**config.mk**
```make
export PLATFORM = sky130hd
export DESIGN_NAME = torecfn_pipe
export DESIGN_NICKNAME = d
export VERILOG_FILES = /design/src/rtl/torecfn_pkg.sv /design/src/rtl/torecfn_pipe_lzd.sv /design/src/rtl/torecfn_pipe.sv
export SDC_FILE = /design/constraint.sdc
export NUM_CORES = 1
export LEC_CHECK = 0
export ABC_AREA = 1
export CORE_MARGIN = 3
export CORE_UTILIZATION = 58
export CTS_CLUSTER_SIZE = 28
export DETAILED_ROUTE_END_ITERATION = 8
export GPL_TIMING_DRIVEN = 0
export PLACE_DENSITY_LB_ADDON = 0.1
export SLEW_MARGIN = 5
export SYNTH_ARGS = -nofsm -noshare
export SYNTH_HDL_FRONTEND = slang
export SYNTH_SLANG_ARGS = --single-unit
```
**constraint.sdc**
```tcl
create_clock -name clk -period 4.8 [get_ports clk]
set_clock_uncertainty 0.15 [all_clocks]
set_input_delay 0.96 -clock clk [delete_from_list [all_inputs] [get_ports clk]]
set_output_delay 0.96 -clock clk [all_outputs]
set_load 0.02 [all_outputs]
```
**src/rtl/torecfn_pkg.sv**
```systemverilog
// torecfn_pkg: shared definitions for the IEEE-to-recoded float pipeline.
//   - one-hot class bit positions for the {nan, inf, zero, normal, subnormal} vector
//   - 3-bit recoded exponent tags placed in the top bits of the exponent
//   - bias_rec(): the recoded exponent bias for a given IEEE exponent width
package torecfn_pkg;

  localparam int CLS_W    = 5;
  localparam int CLS_SUB  = 0;
  localparam int CLS_NORM = 1;
  localparam int CLS_ZERO = 2;
  localparam int CLS_INF  = 3;
  localparam int CLS_NAN  = 4;

  localparam logic [2:0] TAG_ZERO = 3'b000;
  localparam logic [2:0] TAG_INF  = 3'b110;
  localparam logic [2:0] TAG_NAN  = 3'b111;

  function automatic int bias_rec(input int exp_bits);
    return (1 << (exp_bits - 1)) + 1;
  endfunction

endpackage

```
**src/rtl/torecfn_pipe_lzd.sv**
```systemverilog
// torecfn_pipe_lzd: leading-zero counter.
// Ports:
//   data_i  [WIDTH-1:0]  value to scan from the MSB down
//   cnt_o   [CNT_W-1:0]  number of leading zeros (WIDTH when data_i is zero)
module torecfn_pipe_lzd #(
  parameter  int WIDTH = 23,
  localparam int CNT_W = $clog2(WIDTH + 1)
) (
  input  logic [WIDTH-1:0] data_i,
  output logic [CNT_W-1:0] cnt_o
);

  // Ascending scan: the highest set bit is the last one to write cnt_o.
  always_comb begin
    cnt_o = CNT_W'(WIDTH);
    for (int i = 0; i < WIDTH; i++) begin
      if (data_i[i]) cnt_o = CNT_W'(WIDTH - 1 - i);
    end
  end

endmodule

```
**src/rtl/torecfn_pipe.sv**
```systemverilog
// torecfn_pipe: two-stage valid/ready pipeline converting an IEEE binary
// float into recoded form (extended exponent, explicit leading significand bit).
// Stage 1 classifies the operand and counts fraction leading zeros;
// stage 2 builds the recoded exponent/significand and holds the output.
// Ports:
//   clk, rst_n                  clock, async active-low reset
//   in_valid/in_ready           input handshake
//   in_fp [FP_BITS]             IEEE operand {sign, exp, fra}
//   in_canon                    replace NaN payload/sign with canonical NaN
//   out_valid/out_ready         output handshake
//   out_sign, out_exp, out_sig  recoded value
//   out_cls [5]                 one-hot {nan, inf, zero, normal, subnormal}
//   out_snan                    input was a signaling NaN
module torecfn_pipe
  import torecfn_pkg::*;
#(
  parameter  int EXP_BITS    = 8,
  parameter  int FRA_BITS    = 23,
  localparam int FP_BITS     = 1 + EXP_BITS + FRA_BITS,
  localparam int EXPREC_BITS = EXP_BITS + 1,
  localparam int SIG_BITS    = FRA_BITS + 1
) (
  input  logic                   clk,
  input  logic                   rst_n,
  input  logic                   in_valid,
  output logic                   in_ready,
  input  logic [FP_BITS-1:0]     in_fp,
  input  logic                   in_canon,
  output logic                   out_valid,
  input  logic                   out_ready,
  output logic                   out_sign,
  output logic [EXPREC_BITS-1:0] out_exp,
  output logic [SIG_BITS-1:0]    out_sig,
  output logic [CLS_W-1:0]       out_cls,
  output logic                   out_snan
);

  localparam int BIAS_REC = bias_rec(EXP_BITS);
  localparam int LZ_W     = $clog2(FRA_BITS + 1);

  localparam logic [EXPREC_BITS-1:0] EXP_ZERO = {TAG_ZERO, {(EXPREC_BITS-3){1'b0}}};
  localparam logic [EXPREC_BITS-1:0] EXP_INF  = {TAG_INF,  {(EXPREC_BITS-3){1'b0}}};
  localparam logic [EXPREC_BITS-1:0] EXP_NAN  = {TAG_NAN,  {(EXPREC_BITS-3){1'b0}}};
  localparam logic [SIG_BITS-1:0]    SIG_QNAN = {2'b11, {(SIG_BITS-2){1'b0}}};

  // Handshake
  logic s1_valid_q, s2_valid_q;
  logic s1_adv, s2_adv, accept;

  assign s2_adv   = !s2_valid_q || out_ready;
  assign s1_adv   = !s1_valid_q || s2_adv;
  assign in_ready = s1_adv;
  assign accept   = in_valid && in_ready;
  assign out_valid = s2_valid_q;

  // Stage 1 decode
  logic                sign_in;
  logic [EXP_BITS-1:0] exp_in;
  logic [FRA_BITS-1:0] fra_in;
  logic [CLS_W-1:0]    cls_in;
  logic [LZ_W-1:0]     lz_in;

  assign sign_in = in_fp[FP_BITS-1];
  assign exp_in  = in_fp[FP_BITS-2 -: EXP_BITS];
  assign fra_in  = in_fp[FRA_BITS-1:0];

  always_comb begin
    cls_in = '0;
    if (exp_in == '0) begin
      if (fra_in == '0) cls_in[CLS_ZERO] = 1'b1;
      else              cls_in[CLS_SUB]  = 1'b1;
    end else if (&exp_in) begin
      if (fra_in == '0) cls_in[CLS_INF]  = 1'b1;
      else              cls_in[CLS_NAN]  = 1'b1;
    end else begin
      cls_in[CLS_NORM] = 1'b1;
    end
  end

  torecfn_pipe_lzd #(.WIDTH(FRA_BITS)) u_lzd (
    .data_i (fra_in),
    .cnt_o  (lz_in)
  );

  logic                s1_sign_q, s1_canon_q;
  logic [EXP_BITS-1:0] s1_exp_q;
  logic [FRA_BITS-1:0] s1_fra_q;
  logic [CLS_W-1:0]    s1_cls_q;
  logic [LZ_W-1:0]     s1_lz_q;

  // Data registers load only on acceptance so idle-cycle inputs never reach the datapath.
  always_ff @(posedge clk or negedge rst_n) begin
    if (!rst_n) begin
      s1_valid_q <= 1'b0;
      s1_sign_q  <= 1'b0;
      s1_canon_q <= 1'b0;
      s1_exp_q   <= '0;
      s1_fra_q   <= '0;
      s1_cls_q   <= '0;
      s1_lz_q    <= '0;
    end else if (s1_adv) begin
      s1_valid_q <= accept;
      if (accept) begin
        s1_sign_q  <= sign_in;
        s1_canon_q <= in_canon;
        s1_exp_q   <= exp_in;
        s1_fra_q   <= fra_in;
        s1_cls_q   <= cls_in;
        s1_lz_q    <= lz_in;
      end
    end
  end

  // Stage 2 encode
  logic                   sign_d, snan_d;
  logic [EXPREC_BITS-1:0] exp_d;
  logic [SIG_BITS-1:0]    sig_d;
  logic [FRA_BITS-1:0]    fra_norm, fra_sub;

  // Subnormal normalisation: shift the leading one out past the top, it becomes
  // the explicit significand bit.
  assign fra_norm = s1_fra_q << s1_lz_q;
  assign fra_sub  = fra_norm << 1;

  always_comb begin
    sign_d = s1_sign_q;
    snan_d = 1'b0;
    exp_d  = EXP_ZERO;
    sig_d  = '0;
    if (s1_cls_q[CLS_NORM]) begin
      exp_d = {1'b0, s1_exp_q} + EXPREC_BITS'(BIAS_REC);
      sig_d = {1'b1, s1_fra_q};
    end else if (s1_cls_q[CLS_SUB]) begin
      // Wraps modulo 2^EXPREC_BITS for deep subnormals.
      exp_d = EXPREC_BITS'(BIAS_REC) - EXPREC_BITS'(s1_lz_q);
      sig_d = {1'b1, fra_sub};
    end else if (s1_cls_q[CLS_INF]) begin
      exp_d = EXP_INF;
    end else if (s1_cls_q[CLS_NAN]) begin
      exp_d  = EXP_NAN;
      snan_d = !s1_fra_q[FRA_BITS-1];
      if (s1_canon_q) begin
        sign_d = 1'b0;
        sig_d  = SIG_QNAN;
      end else begin
        sig_d  = {1'b1, s1_fra_q};
      end
    end
  end

  always_ff @(posedge clk or negedge rst_n) begin
    if (!rst_n) begin
      s2_valid_q <= 1'b0;
      out_sign   <= 1'b0;
      out_exp    <= '0;
      out_sig    <= '0;
      out_cls    <= '0;
      out_snan   <= 1'b0;
    end else if (s2_adv) begin
      s2_valid_q <= s1_valid_q;
      if (s1_valid_q) begin
        out_sign <= sign_d;
        out_exp  <= exp_d;
        out_sig  <= sig_d;
        out_cls  <= s1_cls_q;
        out_snan <= snan_d;
      end
    end
  end

endmodule

```
; Word-level counts from Yosys, hierarchy flattened
; Cells that the tools add are included.
[totals]
ff_bits = 85
latch_bits = 0
ramBits = 0
mem_bits_ro = 0
output_inout_bits = 42
elab_cells = 76
memories = 0
[classes]
n_addsub = 2
multipliers = 0
n_div = 0
n_lt_le_gt_ge = 0
n_eq_ne = 0
shift = 1
n_mux = 49
bitwise = 0
reduce_logical = 11
[op_table]
columns = cell, n
row1 = 24-bit two-way mux, 4
row2 = 5-bit two-way mux, 16
row3 = 9-bit two-way mux, 4
row4 = 23-bit zero test, 1
row5 = 23-bit two-way mux, 1
row6 = 23-bit by 5-bit left shift with 22-bit output, 1
row7 = 1-bit two-way mux, 16
row8 = 3-bit two-way mux, 4
row9 = 8-bit by 8-bit adder with 9-bit output (second input constant), 1
row10 = 8-bit by 5-bit subtractor with 9-bit output (first input constant), 1
row11 = 8-bit zero test, 1
row12 = 2-bit two-way mux, 4
row13 = 8-bit AND reduction, 1
row14 = 2-bit AND reduction, 2
row15 = 1-bit zero test, 3
row16 = 1-bit logical OR, 2
row17 = 1-bit logical AND, 1

; Logic depth before layout (Yosys ltp)
; Gate-level depths: netlist of run 1.
[depth]
word_depth = 23
mapped_depth = 24
ltp_nobuf = 24

; Cells and area by module
; Synthesis of run 1 repeated with hierarchy kept, for this count alone.
[unflattened]
cells_unflattened = 721
area_unflattened_um2 = 5134.9
[by_module_without_submodules]
columns = module, instances, cells_per_inst, area_per_inst_um2, seq_area_each_um2
row1 = torecfn_pipe, 1, 654, 4812.1, 2127.0
row2 = torecfn_pipe_lzd, 1, 67, 322.8, 0.0

; Worst setup path after synthesis of run 1
; Ideal clock, no wire load.
[synth_timing]
path_kind = input to output
startpoint = in out_ready
endpoint = out in_ready
arrival_time_ns = 1.213
setup_slack_ns = 2.477
stages = 2
path_buffers = 0
path_cell_list = inv_1 -> nand3_1
[synth_via]
elab_chain_len = 2
[synth_rtl]
columns = item, line
row1 = start: declaration, torecfn_pipe.sv:30  ; input logic out_ready,
row2 = 1-bit logical OR, torecfn_pipe.sv:50  ; assign s2_adv = !s2_valid_q || out_ready;
row3 = 1-bit logical OR, torecfn_pipe.sv:51  ; assign s1_adv = !s1_valid_q || s2_adv;
row4 = end: declaration, torecfn_pipe.sv:26  ; output logic in_ready,
; No other way between the ends.

; Final worst setup path of run 1
; Same ends and word-level chain as after synthesis.

==> results.md, run 1 <==
* Cell Area, Synth at just under 5000 um^2
* Cells on Worst Hold Path at 2
* Post-synth EDFFs at 0
* Power density cells at 407.2 nW/um^2
* Area Overhead vs Synth at 23.39%
* Longest Clk Path Bufs at 2
* FP Rows at 32
* WS Path Type: in2out
* Initial antenna violation count at 0
* Clk_lat worst skew at 370 ps
* CP Data Required Time at about 3700 ps
* Commonest cells after routing, fill and taps aside: nand2_1, dfrtp_1, clkdlybuf4s50_1
* Post-CTS Setup Repair Bufs at 0
* Sequential fraction of the synthesis area at between 40% and 50%
* Final setup viols at 0
* Die area at approximately 9500 um^2
* Status: finished clean
* CTS H-tree depth at 3
* Fmax achieved at a little over 300 MHz
* Peak VDD IR at 0.0002403 V
* Fin worst setup slack at between 1500 and 2000 ps
* Cts bufs inserted at 9
* Leakage at between 2 and 3 nW
* DP HPWL at around 12000 um
* Via count at ~5000
* Worst slew pin tran at 568.0 ps
* CTS tree: done
* Syn avg cell area at slightly above 7 um^2
* Final Hold Fails at 0
* Sequential share of power at between 40% and 50%
* Routed len/inst at 17.02 um
* Arr. time, crit path at roughly 2200 ps
* Antenna-violating nets left at 0
* Final worst path period share at 68.55%
* YS warnings at 0
* RSZ-0062 raised after global routing: no
* Clock slew at reported path FFs at around 100 ps
* Total track usage at 31.52%
* Mapped Nets at between 700 and 800
* Int Power at about 1.4 mW
* Worst R2R Start: s1_lz_q[0]$_DFFE_PN0P_
* Element type at the critical path end: output pin
* Relative slew margins at about 62%
* Total Neg Setup Slack at 0 ps
* Gr ovfl total at 0
* Top FF cell, synth: dfrtp_1
* Chip Width at a little under 100 um
* Switching power at approximately 0.98 mW
* Routability Congestion at about 0.99
* Largest net degree at the start of global routing at 58
* Vias in the first global route at ~4800
* Final slew viol count at 0
* Io pins at just under 80
* Worst r2r path cells at 9
* DRC viols at 0
* Async set or reset register ratio after synthesis at 100.0%
* Syn Inst Count at about 670
* Final net count at between 800 and 900
* MaxCap Viol Count at 0
* Minimum clock period at between 3000 and 4000 ps
* ANT cells at 0
* Gate power share at around 39%
* Startpoint Class: primary input
* Initial core utilization at between 60% and 70%
* Post_cts resized at 0
* Chip height at just under 100 um
* Worst-path fanout max at 3
* Hold Path Origin: out_exp[8]$_DFFE_PN0P_
* Switching Share at just over 40%
* Clock share of power at between 20% and 30%
* First-pass GRT wire length at approximately 24000 um
* Share of post-route cells with drive strength above 1 at slightly above 7%
* FF+latch count, synth at 85
* Port-buffer cells at 78
* Via density at 5.803
* Worst Hold Class: reg2reg
* Total power at 2.432 mW
* Iter 0 DRT Violations at just under 400
* Hold_buf cts at 0
* Worst Setup SP: out_ready
* FF-to-FF setup slack at approximately 2700 ps
* Commonest non-fill, non-tap cell in the layout: nand2_1
* Synth unique cells at 41
* Detailed Routing Iterations Pass 1 at 6
* TritonCTS sink count at 85
* DRT Wirelength at 14790 um
* CTS root buf: clkbuf_8
* CORE AREA at 7928 um^2
* DP Worst Slack at 1508 ps
worst paths after layout:
check	to
max	in_ready
min	out_exp[8]$_DFFE_PN0P_
max reg2reg	out_sig[14]$_DFFE_PN0P_
min reg2reg	out_exp[8]$_DFFE_PN0P_
max in group asynchronous	s1_fra_q[1]$_DFFE_PN0P_
min in group asynchronous	out_exp[8]$_DFFE_PN0P_
per-layer routing:
layer  GRT usage, %  vias up  part of all wire, %
li1               -     2394                    -
met1          44.99     2284                   42
met2          49.97      339                   45
met3          4.953       26                   10
met4          9.265        0                  2.0
met5              0        -                    0
power groups by stage:
stage	clock (mW)	combinational (mW)	sequential (mW)
after floorplan	0	0.409	1.08
after detailed placement	0	0.933	0.988
after CTS	0.514	0.937	0.973
final	0.510	0.945	0.977
after global routing	0.542	1.02	0.994
after global placement	0	0.912	0.979
state kept, by name (all words and copies together), names as in the netlist:
name	count
s1_canon_q	1
out_cls	5
s1_sign_q	1
s1_lz_q	5
out_sign	1
out_snan	1
s1_valid_q	1
out_exp	9
s1_fra_q	23
out_sig	24
out_valid	1
s1_exp_q	8
s1_cls_q	5
kinds of logic (layout without fill, tap and decap cells):
group / Yosys count / count (layout) / synth area share (%)
DFF: 85 / 85 / 43.94
xor gates and xnor gates: 2 / 2 / 0.3619
buffers and inverters: 109 / 204 / 9.718
adders and majority gates: 2 / 2 / 0.5168
muxes: 1 / 1 / 0.2068
AOI/OAI and AO/OA: 167 / 167 / 19.59
and+or+nand+nor: 306 / 306 / 25.67
worst max-delay path, cell delays in order:
cell and delay [ps]:
clkdlybuf4s50_1 450, inv_1 40, nand3_1 100, clkdlybuf4s50_1 620
stage by stage:
step | cell area [um^2] | std cells | hold slack [ps] | utilization [%]
floorplan | 4841 | 672 | 299.1 | -
global placement | 5749 | 852 | 315.7 | 72.52
detailed placement | 5774 | 853 | 324.7 | 72.84
CTS | 5973 | 869 | 346.9 | 75.35
global route | 5973 | 869 | 369.9 | 75.35
finish | 5973 | 869 | 343.5 | 75.35
synth_stat cells (2+ instances only):
library cell	n	area share (%)
clkinv_1	2	0.16
o21ai_0	45	4.7
clkbuf_1	19	1.5
a22o_1	3	0.54
nor3_1	5	0.52
o22ai_1	7	0.90
a221oi_1	5	0.90
xor2_1	2	0.36
inv_2	17	1.3
buf_1	3	0.23
o21ai_2	2	0.36
o311ai_1	2	0.36
o211ai_1	8	1.2
nor2_1	63	4.9
a21oi_1	44	4.5
nand4_1	12	1.6
dfrtp_1	85	44
buf_2	8	0.83
nor4_1	3	0.39
nand3_1	23	2.4
o31ai_1	4	0.62
o21ai_1	35	3.6
a31oi_1	5	0.65
nand2_1	195	15
buf_6	3	0.70
nor2_2	2	0.26
inv_1	54	4.2
ha_1	2	0.52
a41oi_1	2	0.36
layout make-up:
| class | instances | area (um^2) |
|---|---|---|
| timing repair buffer | 79 | 805.8 |
| sequential | 85 | 2127 |
| tap | 102 | 127.6 |
| multi-input combinational | 478 | 2243 |
| buffer | 35 | 178.9 |
| clock inverter | 7 | 75.07 |
| clock buffer | 9 | 123.9 |
| inverter | 74 | 291.5 |
| fill | 606 | 1954 |
(Power assumes the default switching activity.)
==> run 2, diff against run 1 <==
- CORE_UTILIZATION: 58 -> 54
- clock period: 4.8 -> 3.39 ns (I/O delays scaled with it)
==> run 2 against run 1 <==
Effect of this change:
- first-iteration DRC count is 8.8% higher
- sequential power up 42%
- total power rose by 42%
- non-clock buffer count unchanged
- combinational power up 42%
- sequential share of layout area about the same
- utilization decreased by 4.8 points
- die area is 6.9% higher
- largest cell class unchanged
- clock power grew 43%
==> results.md, run 2 (synthesis results as in run 1) <==
* First-pass GRT wire length at around 25000 um
* Initial antenna violation count at 0
* RSZ-0062 raised after global routing: no
* Die area at roughly 10000 um^2
* Worst-path fanout max at 3
* WS Path Type: in2out
* FF-to-FF setup slack at roughly 1300 ps
* MaxCap Viol Count at 0
* CTS H-tree depth at 3
* Minimum clock period at 2748 ps
* Total track usage at about a third
* Final net count at about 800
* Final setup viols at 0
* Share of post-route cells with drive strength above 1 at approximately 7.2%
* DRC viols at 0
* Arr. time, crit path at 1920 ps
* Peak VDD IR at between 0.0003 and 0.0004 V
* Port-buffer cells at 78
* Post_cts resized at 0
* Routability Congestion at between 0.9 and 1
* DP Worst Slack at approximately 620 ps
* Routed len/inst at ~18 um
* Startpoint Class: primary input
* Initial core utilization at 57.19%
* Via count at roughly 5200
* Chip Width at a little over 100 um
* Clk_lat worst skew at roughly 370 ps
* CP delay by family, top: buffers and inverters
* Critical Path, Cell by Cell: clkdlybuf4s50_1 > inv_1 > nand3_1 > clkdlybuf4s50_1
* Via density at between 5 and 6
* CTS tree: done
* Gr ovfl total at 0
* CP max-delay cell: clkdlybuf4s50_1
* Io pins at between 70 and 80
* DP HPWL at 12150 um
* Power density cells at between 500 and 600 nW/um^2
* Hold_buf cts at 0
* Chip height at slightly above 100 um
* TritonCTS sink count at 85
* Biggest regs: out_sig (24), s1_fra_q (23), out_exp (9)
* Flip-flop count of the largest register after layout at 24
* Post-CTS Setup Repair Bufs at 0
* Status: finished clean
* Worst slew pin tran at roughly 570 ps
* Fin worst setup slack at approximately 640 ps
* Detailed Routing Iterations Pass 1 at 6
* Commonest non-fill, non-tap cell in the layout: nand2_1
* Commonest cells after routing, fill and taps aside: nand2_1, dfrtp_1, clkdlybuf4s50_1
* Worst Hold Class: in2async
* Cts bufs inserted at 9
* Final worst path period share at between 80% and 90%
* Relative slew margins at between 60% and 70%
* CP Buf/Inv Count at 3
* DRT Wirelength at 15550 um
* Iter 0 DRT Violations at between 400 and 500
* CP Data Required Time at approximately 2600 ps
* Leakage at 2.783 nW
* Crit-path max cell delay at slightly above 600 ps
* Final slew viol count at 0
* Area Overhead vs Synth at 23.42%
* Element type at the critical path end: output pin
* CTS root buf: clkbuf_8
* Fmax achieved at around 360 MHz
* Most flops, register: out_sig
* Cell with the most instances on the worst path: clkdlybuf4s50_1
* Clock slew at reported path FFs at between 100 and 150 ps
* Largest net degree at the start of global routing at 58
* Worst hold slack at 60.71 ps
* Vias in the first global route at 4855
* Antenna-violating nets left at 0
* CORE AREA at 8464 um^2
* Longest Clk Path Bufs at 2
* ANT cells at 0
* Final Hold Fails at 0
* FP Rows at 33
==> run 2: changes by cell type in the layout (fill, tap and decap cells not counted) <==
cell   before  now
inv_8       3    2
inv_6       2    3
==> run 2: path summary, 6_finish.rpt <==
path / startpoint / to / cells past startpoint
min: rst_n / out_exp[8]$_DFFE_PN0P_ / 1
max: out_ready / in_ready / 4
max reg2reg: s1_lz_q[0]$_DFFE_PN0P_ / out_sig[22]$_DFFE_PN0P_ / 10
max in group asynchronous: rst_n / s1_lz_q[0]$_DFFE_PN0P_ / 2
min reg2reg: out_exp[8]$_DFFE_PN0P_ / out_exp[8]$_DFFE_PN0P_ / 2
min in group clk: out_exp[8]$_DFFE_PN0P_ / out_exp[8]$_DFFE_PN0P_ / 2
==> run 2: final cells by class <==
class / count / area (um^2)
clock buffers: 9 / 123.9
inverters: 74 / 291.5
repair buffers: 79 / 805.8
multi-input cells: 478 / 2243
plain buffers: 35 / 178.9
flip-flops and latches: 85 / 2127
fillers: 704 / 2490
well taps: 105 / 131.4
clock inverters: 7 / 72.57
==> run 2: where the power goes <==
group | internal, mW | switching [mW] | leakage (nW)
clock network | 0.291 | 0.437 | 0.0974
logic | 0.538 | 0.799 | 1.64
registers | 1.22 | 0.175 | 1.04
==> run 2: stage by stage <==
stage               TNS (ps)  power (mW)  instance area [um^2]  instances  util (%)
global placement     -112080       2.686                  5753        855     67.97
global route               0       3.648                  5974        872     70.58
floorplan                  0       2.115                  4841        672         -
detailed placement         0       2.724                  5778        856     68.26
CTS                        0       3.439                  5974        872     70.58
finish                     0       3.458                  5974        872     70.58
==> run 2: routing by layer <==
layer	track usage, %	up-vias	share of wire (%)
li1	-	2404	-
met1	46.09	2396	43
met2	49.92	309	45
met3	4.775	42	9.8
met4	10.78	0	2.6
met5	0	-	0
